$ cat src/rtl/hamming74_rx_decoder_if.sv
// Frame-in / nibble-out handshake between the UART receiver, the Hamming decoder and its consumer.
interface hamming74_rx_decoder_if;
    logic [6:0] in_data;
    logic       in_valid;
    logic [3:0] out_data;
    logic       out_corrected;
    logic       out_valid;
    logic       out_ready;

    modport master (
        output in_data, in_valid, out_ready,
        input  out_data, out_corrected, out_valid
    );

    modport slave (
        input  in_data, in_valid, out_ready,
        output out_data, out_corrected, out_valid
    );
endinterface

$ cat src/rtl/hamming74_rx_decoder.sv
// Hamming(7,4) single-error-correcting decoder: one register stage, then a small
// ready/valid FIFO, plus corrected-frame and overflow statistics.
module hamming74_rx_decoder #(
    parameter  int DEPTH  = 4,
    parameter  int CNT_W  = 8,
    localparam int ADDR_W = $clog2(DEPTH)
) (
    input  logic                 clk,
    input  logic                 rst_n,
    input  logic                 ena,
    input  logic                 clr_stats,
    hamming74_rx_decoder_if.slave bus,
    output logic [ADDR_W:0]      fifo_count,
    output logic [CNT_W-1:0]     corr_count,
    output logic                 overflow
);
    typedef struct packed {
        logic       corrected;
        logic [3:0] nibble;
    } entry_t;

    localparam logic [ADDR_W:0] FULL_CNT = (ADDR_W+1)'(DEPTH);

    logic [6:0]        cw_q;
    logic              v1;
    logic [2:0]        syn;
    logic [6:0]        cw_fix;
    entry_t            dec;
    entry_t            mem [DEPTH];
    logic [ADDR_W-1:0] rd_ptr, wr_ptr;
    logic              full, pop, push, drop;

    // Syndrome value S names the 1-based position of the flipped bit.
    always_comb begin
        syn    = {cw_q[3] ^ cw_q[4] ^ cw_q[5] ^ cw_q[6],
                  cw_q[1] ^ cw_q[2] ^ cw_q[5] ^ cw_q[6],
                  cw_q[0] ^ cw_q[2] ^ cw_q[4] ^ cw_q[6]};
        cw_fix = cw_q ^ ((syn != 3'd0) ? (7'd1 << (syn - 3'd1)) : 7'd0);
        dec    = '{corrected: (syn != 3'd0),
                   nibble:    {cw_fix[6], cw_fix[5], cw_fix[4], cw_fix[2]}};
    end

    assign full          = (fifo_count == FULL_CNT);
    assign bus.out_valid = (fifo_count != '0);
    assign pop           = bus.out_valid & bus.out_ready;
    assign push          = v1 & (~full | pop);
    assign drop          = v1 & full & ~pop;

    assign bus.out_data      = mem[rd_ptr].nibble;
    assign bus.out_corrected = mem[rd_ptr].corrected;

    always_ff @(posedge clk or negedge rst_n) begin
        if (!rst_n) begin
            cw_q <= '0;
            v1   <= 1'b0;
        end else if (ena) begin
            v1 <= bus.in_valid;
            if (bus.in_valid) cw_q <= bus.in_data;
        end
    end

    // Storage is reset too so the head outputs read 0 out of reset.
    always_ff @(posedge clk or negedge rst_n) begin
        if (!rst_n) begin
            for (int i = 0; i < DEPTH; i++) mem[i] <= '0;
            rd_ptr     <= '0;
            wr_ptr     <= '0;
            fifo_count <= '0;
        end else if (ena) begin
            if (push) begin
                mem[wr_ptr] <= dec;
                wr_ptr      <= wr_ptr + 1'b1;
            end
            if (pop) rd_ptr <= rd_ptr + 1'b1;
            case ({push, pop})
                2'b10:   fifo_count <= fifo_count + 1'b1;
                2'b01:   fifo_count <= fifo_count - 1'b1;
                default: fifo_count <= fifo_count;
            endcase
        end
    end

    always_ff @(posedge clk or negedge rst_n) begin
        if (!rst_n) begin
            corr_count <= '0;
            overflow   <= 1'b0;
        end else if (ena) begin
            if (clr_stats) begin
                corr_count <= '0;
                overflow   <= 1'b0;
            end else begin
                if (push && dec.corrected && (corr_count != '1))
                    corr_count <= corr_count + 1'b1;
                if (drop) overflow <= 1'b1;
            end
        end
    end
endmodule

$ cat src/flat_wrapper.sv
// flat-port wrapper written by rule: the top's interface ports become plain ports
module hamming74_rx_decoder_flat 
#(
    parameter  int DEPTH  = 4,
    parameter  int CNT_W  = 8,
    localparam int ADDR_W = $clog2(DEPTH)
)
  (clk, rst_n, ena, clr_stats, fifo_count, corr_count, overflow, bus_in_data, bus_in_valid, bus_out_ready, bus_out_data, bus_out_corrected, bus_out_valid);
  hamming74_rx_decoder_if bus_i ();
  input  logic clk;
  input  logic rst_n;
  input  logic ena;
  input  logic clr_stats;
  output logic [ADDR_W:0] fifo_count;
  output logic [CNT_W-1:0] corr_count;
  output logic overflow;
  input wire logic [$bits(bus_i.in_data)-1:0] bus_in_data;
  input wire logic [$bits(bus_i.in_valid)-1:0] bus_in_valid;
  input wire logic [$bits(bus_i.out_ready)-1:0] bus_out_ready;
  output wire logic [$bits(bus_i.out_data)-1:0] bus_out_data;
  output wire logic [$bits(bus_i.out_corrected)-1:0] bus_out_corrected;
  output wire logic [$bits(bus_i.out_valid)-1:0] bus_out_valid;
  assign bus_i.in_data = bus_in_data;
  assign bus_i.in_valid = bus_in_valid;
  assign bus_i.out_ready = bus_out_ready;
  assign bus_out_data = bus_i.out_data;
  assign bus_out_corrected = bus_i.out_corrected;
  assign bus_out_valid = bus_i.out_valid;
  hamming74_rx_decoder #(.DEPTH(DEPTH), .CNT_W(CNT_W)) u_core (.clk(clk), .rst_n(rst_n), .ena(ena), .clr_stats(clr_stats), .bus(bus_i), .fifo_count(fifo_count), .corr_count(corr_count), .overflow(overflow));
endmodule
$ cat config.mk
export PLATFORM = sky130hd
export DESIGN_NAME = hamming74_rx_decoder_flat
export DESIGN_NICKNAME = d
export VERILOG_FILES = /design/src/rtl/hamming74_rx_decoder_if.sv /design/src/rtl/hamming74_rx_decoder.sv /design/src/flat_wrapper.sv
export SDC_FILE = /design/constraint.sdc
export NUM_CORES = 1
export LEC_CHECK = 0
export BUFFER_PORTS_ARGS = -buffer_cell sky130_fd_sc_hd__buf_2
export CAP_MARGIN = 5
export CORE_MARGIN = 5
export CORE_UTILIZATION = 55
export CTS_CLUSTER_SIZE = 28
export DETAILED_ROUTE_END_ITERATION = 8
export PLACE_DENSITY = 0.75
export SLEW_MARGIN = 25
export SYNTH_ARGS = -nofsm -noshare
export SYNTH_HDL_FRONTEND = slang
export SYNTH_SLANG_ARGS = --single-unit
$ cat constraint.sdc
create_clock -name clk -period 2.6 [get_ports clk]
set_clock_uncertainty 0.2 [all_clocks]
set_input_delay 0.39 -clock clk [delete_from_list [all_inputs] [get_ports clk]]
set_output_delay 0.39 -clock clk [all_outputs]
set_load 0.02 [all_outputs]
# Word level (Yosys, flattened, before mapping)
# Cells that the tools add are included.
# classes
n_addsub,6
magnitude_cmp,3
eq_ne,4
shifts,1
muxes,12
bitwise,19
reduce_logical,14
# ops
operator,count
bitwise mux 20 bit,1
2-to-1 mux 8 bit,2
2-to-1 mux 5 bit,3
AND reduction 2 bit,6
binary-select mux 5 bit (select 2 bit),1
demux 5 bit (select 2 bit),1
bitwise XOR 1 bit,9
adder 8 x 1 -> 8 bit (second input constant),1
!= test 8 bit (second input constant),1
2-to-1 mux 7 bit,1
<< shifter 1 x 3 -> 7 bit (first input constant),1
bitwise XOR 7 bit,1
greater-or-equal comparator 3 bit (second input constant),2
NOT 2 -> 3 bit,2
one-hot mux 3 bit (2 select lines),1
nonzero test 2 bit,3
nonzero test 3 bit,2
subtractor 3 x 1 -> 3 bit (second input constant),2
adder 2 x 1 -> 2 bit (second input constant),2
AND 1 bit,4
adder 3 x 1 -> 3 bit (second input constant),1
equality test 3 bit (second input constant),1
logical AND 1 bit,3
less-than comparator 3 x 1 -> 1 bit (second input constant),1
other kinds (5),7
# word_totals
register_bits,44
in_bits,13
elab_cells,74

# Longest topological paths before layout
# Gate-level depths: netlist of run 1.
# logic_depth
ltp_word,8
depth_mapped,8
ltp_nobuf,8

# Worst setup path after synthesis of run 1
# Ideal clock, no wire load.
# synth_timing
path_kind,reg-to-reg
from,reg u_core.fifo_count[1]
to,reg u_core.fifo_count[2]
setup_time_ns,0.080
t_arrival_ns,2.178
required_ns,2.320
path_slack_ns,0.143
stages_incl_launch_ff,9
n_path_buf,0
synth_period_minus_slack_ns,2.457
path_cell_list,dfrtp_1 nor4b_4 nand2b_1 ha_1 inv_1 fa_1 xor2_1 nor2_1 xor2_1
# synth_via
elab_chain_cells,7
word_cells_on_any_way,13
classes_between,add/sub: 2; eq/ne: 3; mux: 1; bitwise: 4; reduce/logical: 3
# synth_rtl
element,line_no,rtl
"start, declared",hamming74_rx_decoder.sv:13,"output logic [ADDR_W:0] fifo_count,"
"start signal, assigned",hamming74_rx_decoder.sv:76,2'b10: fifo_count <= fifo_count + 1'b1;
"start signal, assigned",hamming74_rx_decoder.sv:77,2'b01: fifo_count <= fifo_count - 1'b1;
"start signal, assigned",hamming74_rx_decoder.sv:78,default: fifo_count <= fifo_count;
nonzero test 3 bit / equality test 3 bit (equally long branches),"hamming74_rx_decoder.sv:44, hamming74_rx_decoder.sv:43",
AND 1 bit / NOT 1 bit (equally long branches),"hamming74_rx_decoder.sv:45, hamming74_rx_decoder.sv:46",
bitwise OR 1 bit,hamming74_rx_decoder.sv:46,assign push = v1 & (~full | pop);
AND 1 bit,hamming74_rx_decoder.sv:46,
equality test 2 bit / equality test 2 x 1 -> 1 bit (equally long branches),hamming74_rx_decoder.sv:75,"case ({push, pop})"
nonzero test 2 bit (no line),n/a,
AND reduction 2 bit (no line),n/a,
# Parallel ways exist; a longest one is shown, timed or not.
# A chain may end at the register's enable or synchronous reset.

# Worst setup path in the final report of run 1
# layout_timing
from,reg u_core.cw_q[5]
to,reg u_core.mem[7] (netlist name)
# layout_via
elab_chain_cells,7
word_cells_on_any_way,10
classes_between,add/sub: 1; shift: 1; mux: 2; bitwise: 5; reduce/logical: 1
# layout_rtl
element,line_no,rtl
"start, declared",hamming74_rx_decoder.sv:24,logic [6:0] cw_q;
"start signal, assigned",hamming74_rx_decoder.sv:58,if (bus.in_valid) cw_q <= bus.in_data;
bitwise XOR 1 bit (on tied branches) (2 in a row),"hamming74_rx_decoder.sv:36, hamming74_rx_decoder.sv:35",
subtractor 3 x 1 -> 3 bit,hamming74_rx_decoder.sv:38,cw_fix = cw_q ^ ((syn != 3'd0) ? (7'd1 << (syn - 3'd1)) : 7'd0);
<< shifter 1 x 3 -> 7 bit,hamming74_rx_decoder.sv:38,
2-to-1 mux 7 bit,hamming74_rx_decoder.sv:38,
bitwise XOR 7 bit (*),hamming74_rx_decoder.sv:38,
bitwise mux 20 bit (*),hamming74_rx_decoder.sv:71,mem[wr_ptr] <= dec;
"end signal, assigned by index",hamming74_rx_decoder.sv:71,
"end, declared",hamming74_rx_decoder.sv:29,entry_t mem [DEPTH];
# Mark *: on every way between the ends. The rest lies on a longest branch, timed or not.

==> results of run 1 <==
-- critical path, cell delays in order, from the launching register on --
cell       delay [ps]
dfrtp_1           590
buf_4             290
nor3b_1           160
a2111oi_0         440
o22a_1            330
a31o_2            170
a21oi_1            40
-- layout make-up --
class	count	area share [%]
clock buffers	7	2.67
clock inverters	1	0.232
inverters	12	1.39
multi-input cells	203	50.3
flip-flops and latches	44	34.1
well taps	70	2.71
repair buffers	45	8.58
-- per-layer routing --
metal / vias to the layer above / share of wire (%) / global-route usage [%]
met5: - / 0 / 0
met4: 0 / 1.3 / 5.72
met3: 6 / 3.6 / 4.88
met2: 45 / 49 / 32.7
met1: 1090 / 46 / 27.1
li1: 1093 / - / -
-- flip-flops by register name (all words and copies together) (netlist names) --
register and flops:
u_core.corr_count 8, u_core.cw_q 7, u_core.fifo_count 3, u_core.mem 20, u_core.overflow 1, u_core.rd_ptr 2, u_core.v1 1, u_core.wr_ptr 2
-- through the flow --
stage          setup WS [ps]  std cells
2_1_floorplan            143        280
6_report                 232        382
3_3_place_gp             292        373
4_1_cts                  192        382
3_5_place_dp             201        373
5_1_grt                 44.0        382
-- cells in the mapped netlist, types with 3 or more instances --
| master | number |
|---|---|
| clkbuf_1 | 4 |
| nor3b_1 | 3 |
| a31o_2 | 4 |
| nor3b_2 | 4 |
| or3_1 | 5 |
| a31oi_1 | 6 |
| buf_4 | 3 |
| nor3_1 | 3 |
| nand2_1 | 12 |
| buf_6 | 3 |
| a211oi_1 | 6 |
| nand3_1 | 5 |
| o31ai_1 | 3 |
| o21ai_0 | 10 |
| or4_1 | 3 |
| nor4bb_1 | 4 |
| dfrtp_1 | 44 |
| mux2_2 | 11 |
| nor2b_1 | 4 |
| mux4_2 | 5 |
| xnor2_2 | 3 |
| a21oi_1 | 24 |
| nand2b_1 | 4 |
| a311oi_1 | 4 |
| buf_2 | 9 |
| inv_1 | 10 |
| xnor2_1 | 9 |
| ha_1 | 6 |
| nand4_1 | 3 |
| xor2_1 | 6 |
| nor2_1 | 21 |
-- where the power goes --
part           leakage (uW)  switching, uW  internal (uW)  total [uW]
sequential         0.000527            248            914        1160
combinational      0.000746            717            644        1360
clock             0.0000445            231            216         447
total               0.00132           1200           1770        2970
-- placed cells by master, fill, tap and decap left out, types with 4 or more instances in the layout --
cell | synthesis | routed
xnor2_1 | 9 | 9
ha_1 | 6 | 6
nand2b_1 | 4 | 4
inv_1 | 10 | 10
a21oi_1 | 24 | 24
a311oi_1 | 4 | 4
o21ai_0 | 10 | 10
a211oi_1 | 6 | 6
mux4_2 | 5 | 5
nor2b_1 | 4 | 4
nand2_1 | 12 | 12
dfrtp_1 | 44 | 43
a31oi_1 | 6 | 6
or3_1 | 5 | 5
nor2_1 | 21 | 21
mux2_2 | 11 | 11
buf_2 | 9 | 30
nand3_1 | 5 | 5
nor3b_2 | 4 | 4
a31o_2 | 4 | 4
clkbuf_8 | 0 | 6
xor2_1 | 6 | 6
nor4bb_1 | 4 | 4
buf_4 | 3 | 13
-- worst paths after layout --
| path | cells after the start | slack, ps | startpoint | endpoint |
|---|---|---|---|---|
| max in group asynchronous | 3 | 1590 | rst_n | u_core.cw_q[3]$_DFFE_PN0P_ |
| worst max register to register | 6 | 230 | u_core.cw_q[5]$_DFFE_PN0P_ | u_core.mem[7]$_DFFE_PN0P_ |
| worst min register to register | 2 | 300 | u_core.overflow$_DFFE_PN0P_ | u_core.overflow$_DFFE_PN0P_ |
| min in group asynchronous | 3 | 390 | rst_n | u_core.mem[10]$_DFFE_PN0P_ |
| worst max-delay path | 6 | 230 | u_core.cw_q[5]$_DFFE_PN0P_ | u_core.mem[7]$_DFFE_PN0P_ |
| worst min-delay path | 2 | 120 | bus_in_data[3] | u_core.cw_q[3]$_DFFE_PN0P_ |
-- cell families (layout without fill, tap and decap cells) --
kind of cell / count (synthesis) / count (layout) / share of synthesized area, %
compound gates: 76 / 76 / 18.7
xor+xnor: 20 / 20 / 8.11
fa+ha+maj: 7 / 7 / 3.28
buf+inv: 33 / 65 / 5.83
flops: 44 / 44 / 38.0
mux: 17 / 17 / 8.50
simple gates: 83 / 83 / 17.6
-- repair_timing --
action,in CTS,in global routing
gates resized for setup,0,1
setup endpoints to repair,0,4
endpoints found under the hold margin,44,0
hold buffers,1,0
==> metrics.txt, run 1 <==
share of cells above drive strength 1=28.2%; WP data required=2560 ps; PortBufs=30; CTS Sinks=44; sequential-to-total area share from yosys stat=38.0%; global-route wire length before repair=10.5 mm; RSZ-0062 raised after global routing=false; initial antenna violation count=0; Worst Path Max Fanout=17; Unique masters post-synth=58; DP HPWL=4.28 mm; WHS=116 ps; row cnt=26; drt via density=5.85; Iteration-0 DRC Markers=133; CP endpoint kind=flop; Fill cells=422; Area after DPL=3130 sq um; multi-input logic area=1630 sq um; predominant post-synthesis flop cell=dfrtp_1; Final nets=331; Least-Margin Pin Slew=570 ps; CTS tree=done; mean area per synthesized cell=10.4 sq um; Tot GR Track Use=20.2%; synthesized net count=300; Async SR Flop Fraction=100%; grt total ovfl=0; Max Fclk=422 MHz; Final Cycle Share=91.1%; Worst setup SP type=flop; Setup CP Type=flop to flop; WL final=5.96 mm; die area=6820 sq um; post-synth top area cell=dfrtp_1; Hold Violations, Final=0; largest net degree at the start of global routing=45; critical path arrival=2320 ps; RD Place Congestion=0.812; # Max-Cap Violations=0; worst IR drop on VDD=0.429 mV; DR DRC count=0; Reg clk slew, reported paths=80 ps; setup TNS=0 ps; vias in the first global route=2,207; top cells by area, synth=dfrtp_1, mux2_2, a21oi_1; Leak=0.00132 uW; Worst Hold Class=input port to flop; headroom to the max-slew limit=61.9%; remaining antenna violation count=0; Post-CTS Setup Repair Bufs=0; # IOs=31; synthesized flop and latch total=44; Die X=82.6 microns; final period demand of the worst path=2370 ps; Root Driver=clkbuf_8; Sequential cell area=1100 sq um; Area Growth Syn to Fin=11.6%; final core occ=63.4%; Initial Utilization=56.8%; Slew Limit Fails=0; wire per inst=15.6 microns; Setup-failing EPs final=0; Antenna diodes=0; clk buf depth=2; YS warnings=0; Cell Pwr Density=918 nW/um^2; DRT Pass-1 Iters=4; design area=3240 sq um; Cell Area, Synth=2900 sq um; total CTS buffers=5; top cell type's share of synthesized area=38.0%; Final Power=2970 uW; die height=82.6 microns; Post-Syn Instances=280; status=finished clean; EDFF count, synth=0; H-tree Lvls=2; Core ar.=5110 sq um; Worst-Skew Late Latency=300 ps; detailed-route via count=2,234
Power figures use the tool's default switching activity.
==> run 2, diff against run 1 <==
Settings changed: ABC_AREA set to 1, CELL_PAD_IN_SITES_DETAIL_PLACEMENT set to 0, CELL_PAD_IN_SITES_GLOBAL_PLACEMENT set to 1, CORE_UTILIZATION 55 to 42, PLACE_DENSITY 0.75 to not set, PLACE_DENSITY_LB_ADDON set to 0.1.
==> metrics.txt, run 2 <==
DRT Pass-1 Iters=4 (unchanged); Hold Violations, Final=0 (unchanged); Least-Margin Pin Slew=418 ps (-152 ps); Die X=86 microns (+4.1%); Post-CTS Setup Repair Bufs=0 (unchanged); Initial Utilization=43.5% (-13 points); die area=7400 sq um (+8.4%); worst IR drop on VDD=0.446 mV (+3.9%); # Max-Cap Violations=0 (unchanged); final period demand of the worst path=2230 ps (-137 ps); headroom to the max-slew limit=72.1% (+10 points); Slew Limit Fails=0 (unchanged); die height=86 microns (+4.1%); CTS Sinks=44 (unchanged); WP data required=2010 ps (-550 ps); share of cells above drive strength 1=16.4% (-12 points); Worst Path Max Fanout=12 (-5); largest net degree at the start of global routing=18 (-60%); Leak=0.00154 uW (+17%); initial antenna violation count=0 (unchanged); # IOs=31 (unchanged); Cell Area, Synth=2430 sq um (-16%); DP HPWL=4.08 mm (-4.7%); post_cts resized=0 (unchanged); EDFF count, synth=0 (unchanged); synthesized flop and latch total=44 (unchanged); sequential-to-total area share from yosys stat=45.4% (+7.4 points); vias in the first global route=2,056 (-6.8%); Post-Syn Instances=322 (+15%); remaining antenna violation count=0 (unchanged); CP endpoint kind=output pin; Async SR Flop Fraction=100% (unchanged); YS warnings=0 (unchanged); Worst setup SP type=flop; Regs by FF count=u_core.mem: 20 flops, u_core.corr_count: 8 flops, u_core.cw_q: 7 flops; Reg clk slew, reported paths=90 ps (about the same); Root Driver=clkbuf_8; setup TNS=0 ps (unchanged); Tot GR Track Use=15.9% (-4.3 points); critical path arrival=1640 ps (-680 ps); most common library cells after synthesis=nand2_1, dfrtp_1, nor2_1; DR DRC count=0 (unchanged); top cells by area, synth=dfrtp_1, nand2_1, nand3_1; Finished Layout Cells=431 (+13%); H-tree Lvls=2 (unchanged); max FFs per register=20 (unchanged); clk buf depth=2 (unchanged); PortBufs=30 (unchanged); synthesized net count=342 (+14%); Setup-failing EPs final=0 (unchanged); Worst-Skew Late Latency=300 ps (about the same); global-route wire length before repair=9.49 mm (-9.6%); drt via density=4.80 (-18%); mean area per synthesized cell=7.53 sq um (-27%); Core ar.=5570 sq um (+9.1%); top cell type's share of synthesized area=45.4% (+7.4 points); grt total ovfl=0 (unchanged); RD Place Congestion=0.818 (+0.71%); post-synth top area cell=dfrtp_1; Setup CP Type=flop to output pin; CTS tree=done; Cell Pwr Density=976 nW/um^2 (+6.3%); WL final=5.44 mm (-8.6%); status=finished clean; wire per inst=12.6 microns (-19%); detailed-route via count=2,067 (-7.5%); Final nets=378 (+14%); Antenna diodes=0 (unchanged); Fill cells=589 (+40%); count leader, synth=nand2_1; Final Cycle Share=85.8% (-5.3 points); total CTS buffers=5 (unchanged); Max Fclk=448 MHz (+6.1%); Worst Hold Class=input port to flop; row cnt=27 (+3.8%); Unique masters post-synth=23 (-60%); commonest non-fill, non-tap cell in the layout=nand2_1; Biggest register=u_core.mem; Area Growth Syn to Fin=15.3%; Iteration-0 DRC Markers=91 (-32%); # placed instances=422 (+13%); predominant post-synthesis flop cell=dfrtp_1; RSZ-0062 raised after global routing=false; WHS=133 ps (+17.3 ps); most frequent cells in the layout=nand2_1, dfrtp_1, nor2_1, inv_1, nand3_1
## run 2: changes by cell type in the layout (fill, tap and decap cells not counted), sizes merged, moves of 10 or more
cell	delta
mux2	-11
inv	+25
buf	-12
nor2	+19
xnor2	-10
nand2	+100
nand3	+26
a21oi	-14
## run 2: worst max-delay path: stages, from the launching register on
cell and delay, ps:
dfrtp_1 510, inv_1 340, o21ai_0 130, o22ai_1 160, buf_2 200
## run 2: kinds of logic (layout without fill, tap and decap cells)
group,after synthesis,after routing,synth area share [%]
compound gates,36,36,7.94
buf+inv,39,76,6.03
simple gates,189,189,34.2
fa+ha+maj,7,7,3.92
xor+xnor,7,7,2.53
flops,44,44,45.4
## run 2: final cells by class
cell class              instances  area [sq um]  area share, %
multi-input cells             239          1180           42.1
flip-flops and latches         44          1100           39.4
repair buffers                 33           175           6.26
inverters                      35           131           4.70
well taps                      72          90.1           3.22
clock buffers                   6          82.6           2.95
clock inverters                 2          38.8           1.39
## run 2: what timing repair did
action | CTS | global route
hold buffers | 1 | 0
setup endpoints to repair | 0 | 0
endpoints found under the hold margin | 11 | 0
## run 2: routing by layer
metal / vias to the layer above / global-route usage (%) / share of wire (%)
met4: 0 / 4.32 / 1.6
met2: 41 / 23.7 / 42
li1: 1086 / - / -
met5: - / 0 / 0
met1: 932 / 23.2 / 51
met3: 8 / 3.55 / 4.6
## run 2: path summary, 6_finish.rpt
kind,start,endpoint,slack (ps),cells past startpoint
worst max register to register,u_core.fifo_count[0]$_DFFE_PN0P_,u_core.fifo_count[2]$_DFFE_PN0P_,490,9
min in group asynchronous,rst_n,u_core.mem[10]$_DFFE_PN0P_,300,2
worst max-delay path,u_core.rd_ptr[0]$_DFFE_PN0P_,bus_out_data[2],370,4
max in group asynchronous,rst_n,u_core.corr_count[0]$_DFFE_PN0P_,1360,3
worst min-delay path,bus_in_data[0],u_core.cw_q[0]$_DFFE_PN0P_,130,3
worst min register to register,u_core.mem[14]$_DFFE_PN0P_,u_core.mem[14]$_DFFE_PN0P_,280,2
## run 2: per-stage QoR
stage | total power [uW] | cell area, sq um | setup WS, ps | utilization (%)
floorplan | 1870 | 2430 | 525 | -
global placement | 2170 | 2670 | 547 | 47.8
detailed placement | 2190 | 2670 | 474 | 47.8
CTS | 2760 | 2800 | 345 | 50.2
global route | 2960 | 2800 | 160 | 50.2
finish | 2730 | 2800 | 369 | 50.2
## run 2: power breakdown
group          total [uW]  switching, uW  internal, uW  leakage, uW
clock                 562            248           314    0.0000614
sequential           1090            179           912     0.000543
combinational        1080            696           380     0.000932
==> run 3, diff against run 2 <==
Settings changed: REMOVE_ABC_BUFFERS set to 1.
==> metrics.txt, run 3 (synthesis gave the netlist of run 2 again) <==
die height=86 microns (unchanged); grt total ovfl=0 (unchanged); Worst Hold Class=input port to flop; worst IR drop on VDD=0.535 mV (+20%); global route hottest layer=met2; met2 Track Usage GR=22.7% (-0.98 points); # IOs=31 (unchanged); # placed instances=421 (-0.24%); CP endpoint kind=output pin; row cnt=27 (unchanged); Area Growth Syn to Fin=13.8%; setup TNS=0 ps (unchanged); drt via density=4.68 (-2.4%); H-tree Lvls=2 (unchanged); Worst Hold Launch=bus_in_data[1]; DP Worst Slack=484 ps (+9.57 ps); most frequent cells in the layout=nand2_1, dfrtp_1, nor2_1, inv_1, nand3_1; Root Driver=clkbuf_8; final period demand of the worst path=2190 ps (-37.0 ps); global-route wire length before repair=8.94 mm (-5.8%); largest net degree at the start of global routing=45 (+27); Reg-to-Reg End=u_core.fifo_count[2]$_DFFE_PN0P_; Iteration-0 DRC Markers=113 (+24%); Hold Buf Count CTS=1 (unchanged); Worst-Skew Late Latency=300 ps (about the same); Hold Violations, Final=0 (unchanged); share of cells above drive strength 1=16.2% (-0.23 points); Initial Utilization=43.5% (unchanged); max FFs per register=20 (unchanged); PortBufs=30 (unchanged); Leak=0.00152 uW (-0.99%); Fill cells=599 (+1.7%); FF-to-FF Start=u_core.fifo_count[1]$_DFFE_PN0P_; RD Place Congestion=0.768 (-6.2%); Antenna diodes=0 (unchanged); r2r setup slk=480 ps (about the same); Cell Pwr Density=944 nW/um^2 (-3.2%); Hold Path Sink=u_core.cw_q[1]$_DFFE_PN0P_; Finished Layout Cells=430 (-0.23%); Reg2Reg Depth=9 (unchanged); status=finished clean; Post-CTS Setup Repair Bufs=0 (unchanged); clk buf depth=2 (unchanged); critical path arrival=1600 ps (-40 ps); design area=2760 sq um (-1.3%); Tot GR Track Use=15.3% (-0.62 points); WP data required=2010 ps (about the same); Max Fclk=456 MHz (+1.7%); Final nets=377 (-0.26%); Worst setup SP type=flop; Reg clk slew, reported paths=90 ps (about the same); Core ar.=5570 sq um (unchanged); RSZ-0062 raised after global routing=false; DR DRC count=0 (unchanged); GRT met1 Usage=21.6% (-1.7 points); vias in the first global route=1,932 (-6.0%); met3 usage=3.36% (-0.19 points); wire per inst=12.2 microns (-3.1%); Area after DPL=2660 sq um (-0.28%); Die X=86 microns (unchanged); Slew Limit Fails=0 (unchanged); die area=7400 sq um (unchanged); post_cts resized=0 (unchanged); DRT Pass-1 Iters=4 (unchanged); number of cells on the worst hold path=3 (unchanged); DP HPWL=3.83 mm (-6.2%); CTS Sinks=44 (unchanged); headroom to the max-slew limit=62.3% (-9.7 points); commonest non-fill, non-tap cell in the layout=nand2_1; CTS tree=done; Regs by FF count=u_core.mem: 20 flops, u_core.corr_count: 8 flops, u_core.cw_q: 7 flops; Least-Margin Pin Slew=565 ps (+147 ps); # Max-Cap Violations=0 (unchanged); remaining antenna violation count=0 (unchanged); Biggest register=u_core.mem; Setup-failing EPs final=0 (unchanged); detailed-route via count=2,012 (-2.7%); Setup CP Type=flop to output pin; initial antenna violation count=0 (unchanged); Final Cycle Share=84.4% (-1.4 points); WL final=5.26 mm (-3.4%); final setup margin=406 ps (+37.0 ps); Worst Path Max Fanout=12 (unchanged); total CTS buffers=5 (unchanged); WHS=130 ps (-3.07 ps)
-- run 3: changes by cell type in the layout (fill, tap and decap cells not counted), sizes merged --
cell    delta
buf        -1
bufinv     -1
clkinv     +1
-- run 3: worst max path at each step --
stage,from,to,slack [ps],cells past startpoint
after global placement,u_core.fifo_count[1]$_DFFE_PN0P_,u_core.fifo_count[2]$_DFFE_PN0P_,550,9
after floorplan,u_core.fifo_count[1]$_DFFE_PN0P_,u_core.fifo_count[2]$_DFFE_PN0P_,530,9
final,u_core.rd_ptr[0]$_DFFE_PN0P_,bus_out_data[2],410,4
after detailed placement,u_core.fifo_count[1]$_DFFE_PN0P_,u_core.fifo_count[2]$_DFFE_PN0P_,480,9
after CTS,u_core.rd_ptr[0]$_DFFE_PN0P_,bus_out_data[2],410,4
after global routing,u_core.rd_ptr[0]$_DFFE_PN0P_,bus_out_data[1],270,4
-- run 3: per-stage QoR --
step                      total power [uW]  util, %
after floorplan                       1850        -
after global placement                2170     47.7
after detailed placement              2180     47.7
after CTS                             2640     49.5
after global routing                  2840     49.5
final                                 2610     49.5
-- run 3: layout make-up --
| class | count | area [sq um] | area share (%) |
|---|---|---|---|
| Multi-Input combinational cell | 239 | 1180 | 42.7 |
| Sequential cell | 44 | 1100 | 39.9 |
| Timing Repair Buffer | 32 | 168 | 6.07 |
| Inverter | 35 | 131 | 4.76 |
| Tap cell | 72 | 90.1 | 3.26 |
| Clock buffer | 6 | 82.6 | 2.99 |
| Clock inverter | 2 | 10.0 | 0.362 |
-- run 3: report_power, final --
| part | switching [uW] | internal (uW) |
|---|---|---|
| sequential | 181 | 913 |
| combinational | 683 | 379 |
| clock | 239 | 212 |
-- run 3: per-layer routing --
layer | wire length, microns | vias up
met4 | 80 | 0
li1 | - | 1088
met1 | 2750 | 882
met2 | 2200 | 36
met3 | 229 | 6
met5 | 0 | -
-- run 3: critical path, stage by stage (launching register included) --
cell     delay [ps]
dfrtp_1         510
inv_1           330
o21ai_0         140
o22ai_1         140
buf_2           190
